--- config.mk ---
export PLATFORM = sky130hd
export DESIGN_NAME = hint_bundler
export DESIGN_NICKNAME = d
export VERILOG_FILES = /design/src/rtl/hint_bundler_pkg.sv /design/src/rtl/hint_bundler_buffer.sv /design/src/rtl/hint_bundler.sv
export SDC_FILE = /design/constraint.sdc
export NUM_CORES = 1
export LEC_CHECK = 0
export ABC_AREA = 1
export CORE_ASPECT_RATIO = 1.5
export CORE_MARGIN = 2
export CORE_UTILIZATION = 25
export DETAILED_ROUTE_END_ITERATION = 16
export SLEW_MARGIN = 20
export SYNTH_ARGS = -nofsm -noshare
export SYNTH_HDL_FRONTEND = slang
export SYNTH_HIERARCHICAL = 1
export SYNTH_SLANG_ARGS = --single-unit
export TNS_END_PERCENT = 5
--- constraint.sdc ---
create_clock -name clk -period 2.6 [get_ports clk]
set_input_delay 0.39 -clock clk [delete_from_list [all_inputs] [get_ports clk]]
set_output_delay 0.39 -clock clk [all_outputs]
set_load 0.03 [all_outputs]
--- src/rtl/hint_bundler_pkg.sv ---
// Shared core configuration plus the hint-logging constants and state type.
// Combinational definitions only; no latency or flow control.
package cvw;

    typedef struct packed {
        int XLEN;
        int LOG_HINTS;
        int MAX_BUNDLE_LEN;
    } cvw_t;

    localparam cvw_t CVW_DEFAULT = '{XLEN: 64, LOG_HINTS: 1, MAX_BUNDLE_LEN: 4};

    localparam int HINT_IMM_BITS = 12;

    typedef enum logic {
        FILL  = 1'b0,
        DRAIN = 1'b1
    } hintstate_t;

endpackage

--- src/rtl/hint_bundler_buffer.sv ---
// Flop array with one write port, one registered-pointer read port, and resettable pointers.
// Write lands next edge; read is combinational off the registered read pointer; no backpressure.
module hint_buffer #(
    parameter int DEPTH = 4,
    parameter int W     = 76,
    parameter int AW    = 3
) (
    input  logic          clk,
    input  logic          resetn,
    input  logic          we,
    input  logic [W-1:0]  wdata,
    input  logic          rd_adv,
    input  logic          clr,
    output logic [AW-1:0] wr_ptr,
    output logic [AW-1:0] rd_ptr,
    output logic [W-1:0]  rd_data
);

    localparam int IW = (DEPTH > 1) ? $clog2(DEPTH) : 1;

    logic [W-1:0] mem [DEPTH];

    // Payload storage carries no reset; only the pointers define what is valid.
    always_ff @(posedge clk) begin
        if (we) begin
            mem[wr_ptr[IW-1:0]] <= wdata;
        end
    end

    always_ff @(posedge clk) begin
        if (!resetn || clr) begin
            wr_ptr <= '0;
            rd_ptr <= '0;
        end else begin
            if (we) begin
                wr_ptr <= wr_ptr + AW'(1);
            end
            if (rd_adv) begin
                rd_ptr <= rd_ptr + AW'(1);
            end
        end
    end

    assign rd_data = mem[rd_ptr[IW-1:0]];

endmodule

--- src/rtl/hint_bundler.sv ---
// Packs retired logging hints into bundles and streams them out; BundleValid rises 1 cycle after close.
// Hints never stall: during drain or backpressure they are dropped and counted.
module hint_bundler
    import cvw::*;
#(
    parameter cvw_t P = CVW_DEFAULT,
    localparam int CNTW = $clog2(P.MAX_BUNDLE_LEN + 1)
) (
    input  logic                     clk,
    input  logic                     resetn,
    input  logic                     HintValidM,
    input  logic [P.XLEN-1:0]        HintPCM,
    input  logic [HINT_IMM_BITS-1:0] HintImmM,
    input  logic                     FlushBundle,
    output logic                     BundleValid,
    input  logic                     BundleReady,
    output logic [P.XLEN-1:0]        BundlePC,
    output logic [HINT_IMM_BITS-1:0] BundleImm,
    output logic [CNTW-1:0]          BundleIdx,
    output logic                     BundleLast,
    output logic [7:0]               BundleSeq,
    output logic [15:0]              HintDropCount
);

    if (P.LOG_HINTS != 0) begin : g_on

        typedef struct packed {
            logic [P.XLEN-1:0]        pc;
            logic [HINT_IMM_BITS-1:0] imm;
        } hint_rec_t;

        hintstate_t      state;
        logic            last_q;
        logic [7:0]      seq_q;
        logic [15:0]     drop_cnt;
        logic [CNTW-1:0] count;
        logic [CNTW-1:0] rdptr;
        logic [CNTW-1:0] cnt_after;
        hint_rec_t       wr_rec;
        hint_rec_t       rd_rec;
        logic            hint_fill;
        logic            handshake;
        logic            clr;

        always_comb begin
            hint_fill  = HintValidM && (state == FILL);
            handshake  = (state == DRAIN) && BundleReady;
            clr        = handshake && last_q;
            cnt_after  = count + CNTW'(hint_fill);
            wr_rec.pc  = HintPCM;
            wr_rec.imm = HintImmM;
        end

        hint_buffer #(
            .DEPTH (P.MAX_BUNDLE_LEN),
            .W     ($bits(hint_rec_t)),
            .AW    (CNTW)
        ) u_buf (
            .clk     (clk),
            .resetn  (resetn),
            .we      (hint_fill),
            .wdata   (wr_rec),
            .rd_adv  (handshake),
            .clr     (clr),
            .wr_ptr  (count),
            .rd_ptr  (rdptr),
            .rd_data (rd_rec)
        );

        always_ff @(posedge clk) begin
            if (!resetn) begin
                state    <= FILL;
                last_q   <= 1'b0;
                seq_q    <= 8'd0;
                drop_cnt <= 16'd0;
            end else begin
                case (state)
                    FILL: begin
                        // Same-cycle hint is counted before deciding whether to close.
                        if ((cnt_after == CNTW'(P.MAX_BUNDLE_LEN)) ||
                            (FlushBundle && (cnt_after != '0))) begin
                            state  <= DRAIN;
                            last_q <= (cnt_after == CNTW'(1));
                        end
                    end
                    DRAIN: begin
                        if (HintValidM && (drop_cnt != 16'hFFFF)) begin
                            drop_cnt <= drop_cnt + 16'd1;
                        end
                        if (handshake) begin
                            if (last_q) begin
                                state  <= FILL;
                                last_q <= 1'b0;
                                seq_q  <= seq_q + 8'd1;
                            end else begin
                                last_q <= ((rdptr + CNTW'(2)) == count);
                            end
                        end
                    end
                    default: state <= FILL;
                endcase
            end
        end

        assign BundleValid   = (state == DRAIN);
        assign BundlePC      = BundleValid ? rd_rec.pc  : '0;
        assign BundleImm     = BundleValid ? rd_rec.imm : '0;
        assign BundleIdx     = rdptr;
        assign BundleLast    = last_q;
        assign BundleSeq     = seq_q;
        assign HintDropCount = drop_cnt;

    end else begin : g_off

        assign BundleValid   = 1'b0;
        assign BundlePC      = '0;
        assign BundleImm     = '0;
        assign BundleIdx     = '0;
        assign BundleLast    = 1'b0;
        assign BundleSeq     = 8'd0;
        assign HintDropCount = 16'd0;

    end

endmodule
# == Word level (Yosys, flattened, before mapping) ==
# Memory sizes are Yosys's and may differ from the RTL's. A register that Yosys moved wholly into a read port is not among the register bits.
# Index checks and enable logic that the tools add are counted.
# word_totals
ff_bits,32
mem_bits_rw,304
inputBits,81
elab_cells,46
memories,1
# classes
addsub,6
eq_ne,6
muxes,14
bitwise_logic,1
reduce_logical,12
# mem_list
name,words,word_bits,read_ports,rd_ports_with_merged_regs,wr,line_no,source
g_on.u_buf.mem,4,76,1,1,1,hint_bundler_buffer.sv:21,logic [W-1:0] mem [DEPTH];
# op_table
cell,n
$mux 64,1
$add 16x1->16 const B,1
$ne 16x16->1 const B,1
$mux 12,1
$add 8x1->8 const B,1
$mux 1,8
$add 3x1->3 const B,2
$logic_and 1x1->1,5
$mux 2,2
$ne 2x1->1 const B,2
$pmux 1 s2,2
$reduce_and 2->1,2
$add 3x1->3,1
$add 3x2->3 const B,1
$eq 3x1->1 const B,1
$eq 3x3->1,1
$eq 3x3->1 const B,1
$reduce_and 3->1,1
$reduce_bool 3->1,1
$logic_or 1x1->1,2
$logic_not 1->1,1
$not 1->1,1

# == Logic depth before layout (Yosys ltp) ==
# Gate-level depths: netlist of the first run.
# logic_depth
word_depth,8
depth_mapped,13
ltp_nobuf,12

# == Cells and area by module ==
# Netlist of the first run, hierarchy kept.
# modules_own_cells
mod,n_inst,cells_each,area_per_inst_um2
hint_buffer,1,1241,13160.1
hint_bundler,1,401,2123.3

# == Worst setup path before layout of the first run ==
# OpenSTA, ideal clock, no wires.
# synth_path
path_type,register -> register
startpoint,"register g_on.state, in the netlist BundleValid"
endpoint,memory g_on.u_buf.mem[3][0] (enable)
setup_time_ps,397
arrival_ps,2117
required_ps,2203
setup_slack_ps,86
stages_incl_launch_ff,7
synth_period_minus_slack_ps,2514
path_cell_list,dfxtp_1 > buf_4 > clkbuf_1 > nor2_1 > clkbuf_1 > nand2_1 > inv_2
# synth_via
elab_chain_cells,4
# synth_lines
item,line_no,source
"start, declared",hint_bundler.sv:32,hintstate_t state;
"start signal, assigned",hint_bundler.sv:72,state <= FILL;
"start signal, assigned",hint_bundler.sv:82,state <= DRAIN;
"start signal, assigned",hint_bundler.sv:92,state <= FILL;
$not 1->1,--,
$logic_and 1x1->1,hint_bundler.sv:46,hint_fill = HintValidM && (state == FILL);
via g_on.hint_fill,hint_bundler.sv:41,logic hint_fill;
$mux 1,hint_bundler_buffer.sv:25,if (we) begin
$mux 1 (not written as such),hint_bundler_buffer.sv:26,mem[wr_ptr[IW-1:0]] <= wdata;
"end, declared",hint_bundler_buffer.sv:21,
# The timed path passes the listed nets, and every way through them passes these cells.

==> reports/metrics.csv, run 1 <==
metric;value;unit
status;complete, no violations;
peak supply drop;0.000580;V
placed instance area;0.0182;sq mm
Mean Syn Cell Area;9.31;sq um
Data arrival, critical path;2.05;ns
Hold Path Depth;1;
Worst Max-Slew Pin Slew;0.558;ns
setup TNS;0;ns
DRC;0;
die area;0.0632;sq mm
Psw;5.09;mW
CP max-delay cell;dfxtp_4;
R2R setup slack;0.70;ns
first-pass GRT wire length;58000;microns
Final Hold Vio Count;0;
routed wire length;37400;microns
R2R Path Start;BundleValid;
# Max-Cap Violations;0;
min-delay src;HintImmM[9];
CP Launch Type;register;
Die Ht;307;microns
Cell Area, Synth;0.0153;sq mm
RSZ-0062 raised after global routing;no;
WL/cell;14.1;microns
min cycle time layout;2.44;ns
HPWL Detailed;23300;microns
top cells by area, synth;edfxtp_1, nand2_1, inv_1;
CP max FO;50;
clock slew at reported path FFs;0.06;ns
Reg2Reg Depth;11;
Layout Nets;1916;
CP Class;reg2out;
Die Span X;206;microns
crit path buf inv count;4;
R2R Path End;BundleLast;
Final Cell Area;0.0195;sq mm
DP Worst Slack;0.349;ns
clock share of power;0.338;
Cells after Synth;1642;
max_slew headroom;0.628;
Setup Skew;0.0205;ns
Largest stage delay, worst path;0.42;ns
Syn Nets;1732;
CTS tree;built;
DRT antenna net count;0;
Total Routing Usage GR;0.120;
final worst setup slack;0.159;ns
non-filler cells in the finished layout;2646;
# setup viols final;0;
PD cells;833;mW/mm^2
largest area contributor in the netlist;edfxtp_1;
core box area;0.0608;sq mm
CTS H-tree depth;2;
row count;111;
largest net degree at the start of global routing;67;
Worst Path Required;2.21;ns
CP Cell Sequence;inv_8 > buf_16 > nand2_1 > nand3_1 > nand2_1 > nand2_1 > inv_1 > dlygate4sd2_1;
Most Frequent Cell on Critical Path;nand2_1;
warnings from Yosys;6;
Worst-Skew Late Latency;0.55;ns
Placed Cells incl. Taps;2578;
detailed-route via count;10959;
number of global-route vias before repair;11055;
Post-CTS Setup Repair Bufs;0;
first-iteration detailed-routing DRC count;544;
Ports;186;
share of cells above drive strength 1;0.0593;
sequential share of power;0.407;
CTS Buf Count;37;
Initial DRT Pass Iterations;5;
largest delay contributor family on the critical path;buffers and inverters;
Internal Power;11.1;mW
initial antenna violation count;2;
buffers added on ports;185;
max-slew violations;0;
Initial Util;0.251;
final worst-path cycle share;0.939;
number of unique standard cell types used by synthesis;26;
area share of the largest cell type after synthesis;0.597;
Routability Congestion;0.824;
Worst Hold Class;in2reg;
Seq/Total Area, Yosys;0.642;
GRT overflow;0;
#FFs+latches synth;338;
CTS Hold Buffers Added;0;
Worst Setup End Kind;output port;
WHS Endpoint;g_on.u_buf/mem[1][9];
Net Sw Frac;0.314;
Static Leak;9.38;nW
Max Root-Sink Buffers;3;
vias per std cell;4.14;
Clock Sinks;338;
Area Growth Syn to Fin;27.4;%
total power;16.2;mW
CTS root buf;clkbuf_16;
f_max;0.410;GHz
Combinational Power Share;0.255;
==> sequential cells by signal (all words and copies together) (netlist names), named ones only <==
name	cells
BundleLast	1
BundleSeq	8
BundleValid	1
HintDropCount	16
g_on.u_buf/mem	304
g_on.u_buf/rd_ptr	3
g_on.u_buf/wr_ptr	3
==> cells in the final DEF (no fill, tap or decap), drive strengths merged <==
cell type,netlist,layout
nand2,550,550
clkbuf,14,46
clkinvlp,0,2
clkinv,0,11
ha,9,9
diode,0,1
o21ai,10,10
xnor2,8,8
nand4,6,6
nand3b,1,1
clkdlybuf4s50,0,109
nor3,3,3
inv,420,422
nor2,45,45
o21a,1,1
nand3,163,163
xor2,1,1
dfxtp,34,34
buf,50,31
a21oi,23,23
dlymetal6s2s,0,32
dlygate4sd2,0,36
bufinv,0,7
edfxtp,304,304
==> per-layer routing <==
metal | up-vias | GRT usage | routed length, microns
met2 | 269 | 0.221 | 19400
met5 | - | 0 | 13
met1 | 5208 | 0.130 | 14700
li1 | 5397 | - | -
met3 | 83 | 0.0215 | 1790
met4 | 2 | 0.0571 | 1440
==> timing repair <==
action,in CTS,in global routing
resized for setup,38,37
setup endpoints to repair,69,36
pin swaps,0,0
hold endpoints to repair,0,0
==> cells by family (layout without fill, tap and decap cells) <==
logic type | after synthesis | in the layout | synth area share
buffers and inverters | 484 | 696 | 0.129
AOI/OAI and AO/OA | 34 | 34 | 0.0115
adders and majority gates | 9 | 9 | 0.00737
DFF | 338 | 338 | 0.642
xor gates and xnor gates | 9 | 9 | 0.00516
other | 0 | 1 | 0
and+or+nand+nor | 768 | 768 | 0.205
==> stage by stage <==
step / hold WS (ns) / util
finish: 0.469 / 0.320
detailed placement: 0.469 / 0.299
CTS: 0.428 / 0.319
global placement: 0.462 / 0.299
global route: 0.456 / 0.320
floorplan: 0.489 / -
==> power groups by stage <==
stage / registers, mW / clock network (mW) / logic (mW)
6_report: 6.60 / 5.49 / 4.15
5_1_grt: 6.64 / 5.86 / 4.59
4_1_cts: 6.60 / 5.70 / 4.26
3_5_place_dp: 6.71 / 0 / 4.36
3_3_place_gp: 6.69 / 0 / 4.31
2_1_floorplan: 6.72 / 0 / 2.61
==> worst reg2reg max path, delay by kind of cell, from the launching register on <==
kind | cells | cell delay, ns
AND/OR/NAND/NOR | 5 | 0.39
flip-flops | 1 | 0.37
AO/OA/AOI/OAI | 2 | 0.30
buffers and inverters | 2 | 0.29
adder cells (fa/ha/maj) | 2 | 0.46
==> synthesized netlist by cell type (all sizes together) <==
cell / instances
a21oi: 23
buf: 50
clkbuf: 14
dfxtp: 34
edfxtp: 304
ha: 9
inv: 420
nand2: 550
nand3: 163
nand3b: 1
nand4: 6
nor2: 45
nor3: 3
o21a: 1
o21ai: 10
xnor2: 8
xor2: 1
==> final cells by class <==
type / count / area [sq um]
Antenna cell: 1 / 2.50
Clock buffer: 45 / 956
Clock inverter: 22 / 302
Fill cell: 6220 / 41400
Inverter: 420 / 1600
Multi-Input combinational cell: 820 / 3510
Sequential cell: 338 / 9820
Tap cell: 791 / 990
Timing Repair Buffer: 209 / 2310
==> worst max-delay path by stage <==
| stage | startpoint | end | slack [ns] | cells past startpoint |
|---|---|---|---|---|
| floorplan | BundleValid | g_on.u_buf/mem[3][0] | 0.09 | 6 |
| global placement | register | BundlePC[47] | 0.39 | 8 |
| detailed placement | register | BundlePC[47] | 0.35 | 8 |
| CTS | register | BundlePC[47] | -0.21 | 8 |
| global route | register | BundlePC[61] | 0.01 | 8 |
| finish | register | BundlePC[63] | 0.16 | 8 |
(Power assumes the default switching activity.)
==> run 2, diff against run 1 <==
--- a/config.mk
+++ b/config.mk
@@ -6,10 +6,13 @@
 export NUM_CORES = 1
 export LEC_CHECK = 0
 export ABC_AREA = 1
+export CELL_PAD_IN_SITES_DETAIL_PLACEMENT = 1
+export CELL_PAD_IN_SITES_GLOBAL_PLACEMENT = 1
 export CORE_ASPECT_RATIO = 1.5
 export CORE_MARGIN = 2
 export CORE_UTILIZATION = 25
 export DETAILED_ROUTE_END_ITERATION = 16
+export PLACE_DENSITY_LB_ADDON = 0.1
 export SLEW_MARGIN = 20
 export SYNTH_ARGS = -nofsm -noshare
 export SYNTH_HDL_FRONTEND = slang
==> run 2 against run 1 <==
The run now ends with negative setup slack left. Sequential share of layout area is 0.41 points higher. Die area stayed put. Fmax is 9.5% lower. Register-to-register slack worse by 0.11 ns. Design area is 0.80% lower.
==> reports/metrics.csv, run 2 (synthesis results as in run 1) <==
metric;value;unit;change
CP max FO;44;;-12%
failing checks;negative setup slack;;
min cycle time layout;2.70;ns;+0.255 ns
Die Span X;206;microns;unchanged
clock share of power;0.319;;-0.019
WL/cell;16.5;microns;+17%
CTS root buf;clkbuf_16;;
most frequent cells in the layout;nand2_1, inv_1, edfxtp_1;;
Static Leak;9.00;nW;-4.0%
CTS tree;built;;
Data arrival, critical path;2.31;ns;+0.26 ns
# Max-Cap Violations;0;;unchanged
Worst Setup End Kind;output port;;
Layout Nets;1928;;+0.63%
peak supply drop;0.000361;V;-38%
Setup Skew;0.0133;ns;-0.00722 ns
Initial Util;0.251;;unchanged
commonest non-fill, non-tap cell in the layout;nand2_1;;
CTS Buf Count;38;;+2.7%
Area Growth Syn to Fin;26.4;%;
initial antenna violation count;7;;+5
DRC;0;;unchanged
Psw;5.27;mW;+3.4%
clock slew at reported path FFs;0.06;ns;about the same
buffers added on ports;185;;unchanged
non-filler cells in the finished layout;2655;;+0.34%
Final Hold Vio Count;0;;unchanged
Max Root-Sink Buffers;3;;unchanged
share of cells above drive strength 1;0.0779;;+0.0185
Post-Route Utilization;0.318;;-0.00257
Net Sw Frac;0.329;;+0.0151
sequential share of power;0.415;;+0.008
status;complete, but fails checks;;
Hold Path Depth;1;;unchanged
R2R setup slack;0.59;ns;-0.11 ns
Total Routing Usage GR;0.141;;+0.0218
Post-CTS Setup Repair Bufs;0;;unchanged
core box area;0.0608;sq mm;unchanged
Initial DRT Pass Iterations;4;;-1
Clock Sinks;338;;unchanged
f_max;0.371;GHz;-9.5%
GRT overflow;0;;unchanged
Reg2Reg Depth;11;;unchanged
PD cells;829;mW/mm^2;-0.57%
CTS Hold Buffers Added;0;;unchanged
R2R Path Start;BundleValid;;
Worst Path Required;2.21;ns;about the same
final worst-path cycle share;1.04;;+0.0981
vias per std cell;4.14;;about the same
Worst Hold Class;in2reg;;
setup TNS;-0.572;ns;-0.572 ns
row count;111;;unchanged
first-pass GRT wire length;67800;microns;+17%
HPWL Detailed;27800;microns;+19%
die area;0.0632;sq mm;unchanged
CTS H-tree depth;2;;unchanged
DP Worst Slack;0.337;ns;-0.0124 ns
Die Ht;307;microns;unchanged
min-delay src;HintPCM[57];;
number of global-route vias before repair;11780;;+6.6%
total power;16.0;mW;-1.4%
DRT antenna net count;0;;unchanged
Internal Power;10.7;mW;-3.5%
Routability Congestion;0.720;;-13%
# setup viols final;10;;+10
CP Class;reg2out;;
register area;0.00982;sq mm;unchanged
first-iteration detailed-routing DRC count;312;;-43%
max-slew violations;0;;unchanged
Combinational Power Share;0.265;;+0.010
routed wire length;43900;microns;+17%
Placed Cells incl. Taps;2589;;+0.43%
max reg flops;304;;unchanged
detailed-route via count;10988;;+0.26%
Worst-Skew Late Latency;0.55;ns;about the same
max_slew headroom;0.672;;+0.0447
final worst setup slack;-0.0960;ns;-0.255 ns
RSZ-0062 raised after global routing;yes;;
Ports;186;;unchanged
filler instances;7022;;+13%
Multi-input gate area;0.00351;sq mm;unchanged
CP Launch Type;register;;
largest net degree at the start of global routing;87;;+30%
Worst Max-Slew Pin Slew;0.491;ns;-0.0665 ns
run 2: cell types whose count changed in the layout (fill, tap and decap cells not counted), moves of 2 or more:
cell,delta
clkbuf_2,+19
clkinvlp_4,-2
clkdlybuf4s15_1,+4
clkbuf_1,+4
clkdlybuf4s50_1,+10
dlygate4sd2_1,-24
dlymetal6s2s_1,-20
buf_6,+2
bufinv_16,-5
buf_4,+19
run 2: what timing repair did:
item | CTS | global route
setup endpoints to repair | 74 | 61
pin swaps | 0 | 0
resized for setup | 40 | 59
run 2: path summary, 6_finish.rpt:
check | endpoint
hold reg to reg | HintDropCount[3]
hold / removal | g_on.u_buf/mem[2][69]
setup / recovery | BundlePC[30]
setup reg to reg | BundleLast
run 2: power groups by stage:
stage	combinational [mW]	clock, mW	sequential [mW]
after floorplan	2.61	0	6.72
after global placement	4.50	0	6.76
after detailed placement	4.51	0	6.77
after CTS	4.42	5.38	6.66
after global routing	4.76	5.51	6.69
final	4.25	5.11	6.65
run 2: cell type report:
cell class	instances	share of cell area
antenna	2	0.000259
sequential	338	0.508
tap	791	0.0512
timing repair buffer	220	0.117
multi-input combinational	820	0.182
clock inverter	13	0.00680
inverter	420	0.0823
clock buffer	51	0.0523
run 2: layer usage:
metal	vias up	global-route usage	share of wire
met1	5333	0.164	0.41
met5	-	0	0.0016
li1	5408	-	-
met4	12	0.0434	0.026
met3	70	0.0276	0.042
met2	165	0.259	0.52
run 2: critical path, cell delays in order, from the launching register on:
cell and delay [ns]:
dfxtp_4 0.39, buf_12 0.28, nand3_1 0.13, nand2_1 0.13
nand2_1 0.08, inv_1 0.07, clkdlybuf4s50_1 0.66
run 2: stage by stage:
step                      area (sq um)  hold WS, ns
final                            19300        0.476
after global routing             19300        0.450
after CTS                        19300        0.430
after detailed placement         18200        0.490
after global placement           18200        0.478
after floorplan                  15300        0.489
==> run 3, diff against run 2 <==
--- a/config.mk
+++ b/config.mk
@@ -13,6 +13,7 @@
 export CORE_UTILIZATION = 25
 export DETAILED_ROUTE_END_ITERATION = 16
 export PLACE_DENSITY_LB_ADDON = 0.1
+export REMOVE_ABC_BUFFERS = 1
 export SLEW_MARGIN = 20
 export SYNTH_ARGS = -nofsm -noshare
 export SYNTH_HDL_FRONTEND = slang
==> run 3 against run 2 <==
The run now ends clean. Sequential power is essentially flat. Die area is the same. Design area fell by 0.16%. Total power down 1.8%. Register-to-register slack improved by 0.17 ns. Via count is 0.79% lower. Sequential share of layout area up 0.082 points. Clock skew up 0.0012 ns. Combinational power decreased by 0.9%. Cell count grew 0.26%. Hold slack improved by 0.0064 ns. Critical path type unchanged.
==> reports/metrics.csv, run 3 (synthesis results as in run 1) <==
metric;value;unit;change
status;complete, no violations;;
first-pass GRT wire length;68300;microns;+0.74%
max_slew headroom;0.754;;+0.0812
Data arrival, critical path;2.08;ns;-0.23 ns
R2R setup slack;0.76;ns;+0.17 ns
min-delay src;HintImmM[4];;
Net Sw Frac;0.334;;+0.00517
# Max-Cap Violations;0;;unchanged
DRT antenna net count;0;;unchanged
CP max-delay cell;dfxtp_4;;
Initial Util;0.251;;unchanged
Hold Path Depth;1;;unchanged
die area;0.0632;sq mm;unchanged
commonest non-fill, non-tap cell in the layout;nand2_1;;
Max Root-Sink Buffers;3;;unchanged
WHS Endpoint;g_on.u_buf/mem[2][4];;
Reg2Reg Depth;9;;-2
f_max;0.404;GHz;+9.0%
CTS tree;built;;
most frequent cells in the layout;nand2_1, inv_1, edfxtp_1;;
Combinational Power Share;0.268;;+0.003
Total Routing Usage GR;0.142;;+0.000448
RSZ-0062 raised after global routing;yes;;
core box area;0.0608;sq mm;unchanged
Largest stage delay, worst path;0.41;ns;-0.25 ns
number of global-route vias before repair;11760;;-0.17%
Final Hold Vio Count;0;;unchanged
initial antenna violation count;2;;-5
Final Cell Area;0.0193;sq mm;-0.16%
max reg flops;304;;unchanged
Worst-Skew Late Latency;0.54;ns;about the same
vias per std cell;4.10;;-1.1%
Internal Power;10.5;mW;-2.5%
CTS H-tree depth;2;;unchanged
CP Class;reg2out;;
routed wire length;44100;microns;+0.58%
HPWL Detailed;28100;microns;+1.4%
Die Ht;307;microns;unchanged
Initial DRT Pass Iterations;4;;unchanged
diodes inserted;0;;-2
final worst-path cycle share;0.952;;-0.0854
max-slew violations;0;;unchanged
detailed-route via count;10901;;-0.79%
CTS Buf Count;38;;unchanged
clock slew at reported path FFs;0.06;ns;about the same
Worst Path Required;2.21;ns;about the same
placed instance area;0.0183;sq mm;+0.60%
Worst Max-Slew Pin Slew;0.370;ns;-0.122 ns
row count;111;;unchanged
sequential share of power;0.421;;+0.006
clock share of power;0.311;;-0.008
WL/cell;16.6;microns;+0.31%
DRC;0;;unchanged
Area Growth Syn to Fin;26.2;%;
total power;15.7;mW;-1.8%
Worst Setup End Kind;output port;;
Worst Hold Class;in2reg;;
first-iteration detailed-routing DRC count;300;;-3.8%
CP Cell Sequence;buf_4 > clkbuf_16 > nand2_1 > nand3_1 > nand2_1 > nand2_1 > inv_1 > clkdlybuf4s15_1;;
Ports;186;;unchanged
peak supply drop;0.000425;V;+18%
largest delay contributor family on the critical path;buffers and inverters;;
Die Span X;206;microns;unchanged
Clock Sinks;338;;unchanged
Most Frequent Cell on Critical Path;nand2_1;;
CP Launch Type;register;;
largest net degree at the start of global routing;62;;-29%
CP max FO;20;;-55%
Post-Route Utilization;0.317;;-0.000515
share of cells above drive strength 1;0.0802;;+0.00230
filler instances;6999;;-0.33%
crit path buf inv count;4;;+1
CTS root buf;clkbuf_16;;
GRT overflow;0;;unchanged
Layout Nets;1934;;+0.31%
Setup Skew;0.0145;ns;+0.00121 ns
R2R Path Start;HintDropCount[0];;
Static Leak;8.84;nW;-1.8%
buffers added on ports;185;;unchanged
min cycle time layout;2.47;ns;-0.222 ns
PD cells;815;mW/mm^2;-1.6%
Routability Congestion;0.746;;+3.6%
Psw;5.26;mW;-0.22%
R2R Path End;HintDropCount[13];;
# setup viols final;0;;-10
-- run 3: cell types whose count changed in the layout (fill, tap and decap cells not counted), sizes merged --
cell           previous run  this run
buf                      53        41
bufinv                    2         0
clkbuf                   71        82
clkdlybuf4s15             4        26
clkdlybuf4s50           119       109
clkinv                   10        20
clkinvlp                  0         2
diode                     2         0
dlymetal6s2s             12         0
-- run 3: through the flow --
| step | cells | hold slack (ns) | setup TNS (ns) | worst slack, ns |
|---|---|---|---|---|
| global route | 2662 | 0.473 | -0.257 | -0.0815 |
| detailed placement | 2593 | 0.474 | 0 | 0.301 |
| global placement | 2593 | 0.477 | 0 | 0.338 |
| CTS | 2660 | 0.448 | -0.0218 | -0.0218 |
| finish | 2662 | 0.482 | 0 | 0.126 |
| floorplan | 1578 | 0.489 | -383.04 | -2.53 |
-- run 3: final cells by class --
cell class | count | area (sq um) | share of cell area
sequential | 338 | 9820 | 0.509
clock buffer | 44 | 983 | 0.0510
clock inverter | 23 | 123 | 0.00636
tap | 791 | 990 | 0.0513
timing repair buffer | 226 | 2280 | 0.118
multi-input combinational | 820 | 3510 | 0.182
inverter | 420 | 1590 | 0.0824
-- run 3: per-layer routing --
layer | vias to the layer above | wire length [microns] | global-route usage
met1 | 5248 | 18200 | 0.164
li1 | 5427 | - | -
met5 | - | 23 | 0
met3 | 55 | 1970 | 0.0284
met4 | 4 | 840 | 0.0384
met2 | 167 | 23100 | 0.262
-- run 3: how the worst max path moves through the flow --
stage                        start       endpoint  slack, ns  cells after the start
after floorplan           register   BundleImm[0]      -2.53                      6
final                     register  BundleImm[10]       0.13                      8
after global placement    register    BundlePC[7]       0.34                      8
after global routing      register   BundlePC[34]      -0.08                      8
after CTS                 register   BundleImm[0]      -0.02                      8
after detailed placement  register   BundlePC[20]       0.30                      8
-- run 3: power by group through the flow --
| stage | registers (mW) | logic [mW] | clock network [mW] |
|---|---|---|---|
| final | 6.62 | 4.21 | 4.89 |
| after detailed placement | 6.74 | 4.59 | 0 |
| after floorplan | 6.93 | 2.28 | 0 |
| after CTS | 6.63 | 4.36 | 5.13 |
| after global routing | 6.67 | 4.74 | 5.30 |
| after global placement | 6.73 | 4.56 | 0 |
-- run 3: repair_timing --
item / 4_1_cts / 5_1_grt
resized for setup: 78 / 100
endpoints found under the setup margin: 75 / 68
cloned: 0 / 1
buffers inserted: 0 / 1
hold buffers: 0 / 0
-- run 3: worst reg2reg max path: stages, from the launching register on --
cell	delay (ns)
dfxtp_1	0.40
ha_1	0.31
inv_1	0.09
nor2_1	0.23
nand2_2	0.12
nor2_4	0.13
nor2_4	0.08
inv_2	0.21
nand2_2	0.08
a21oi_2	0.13
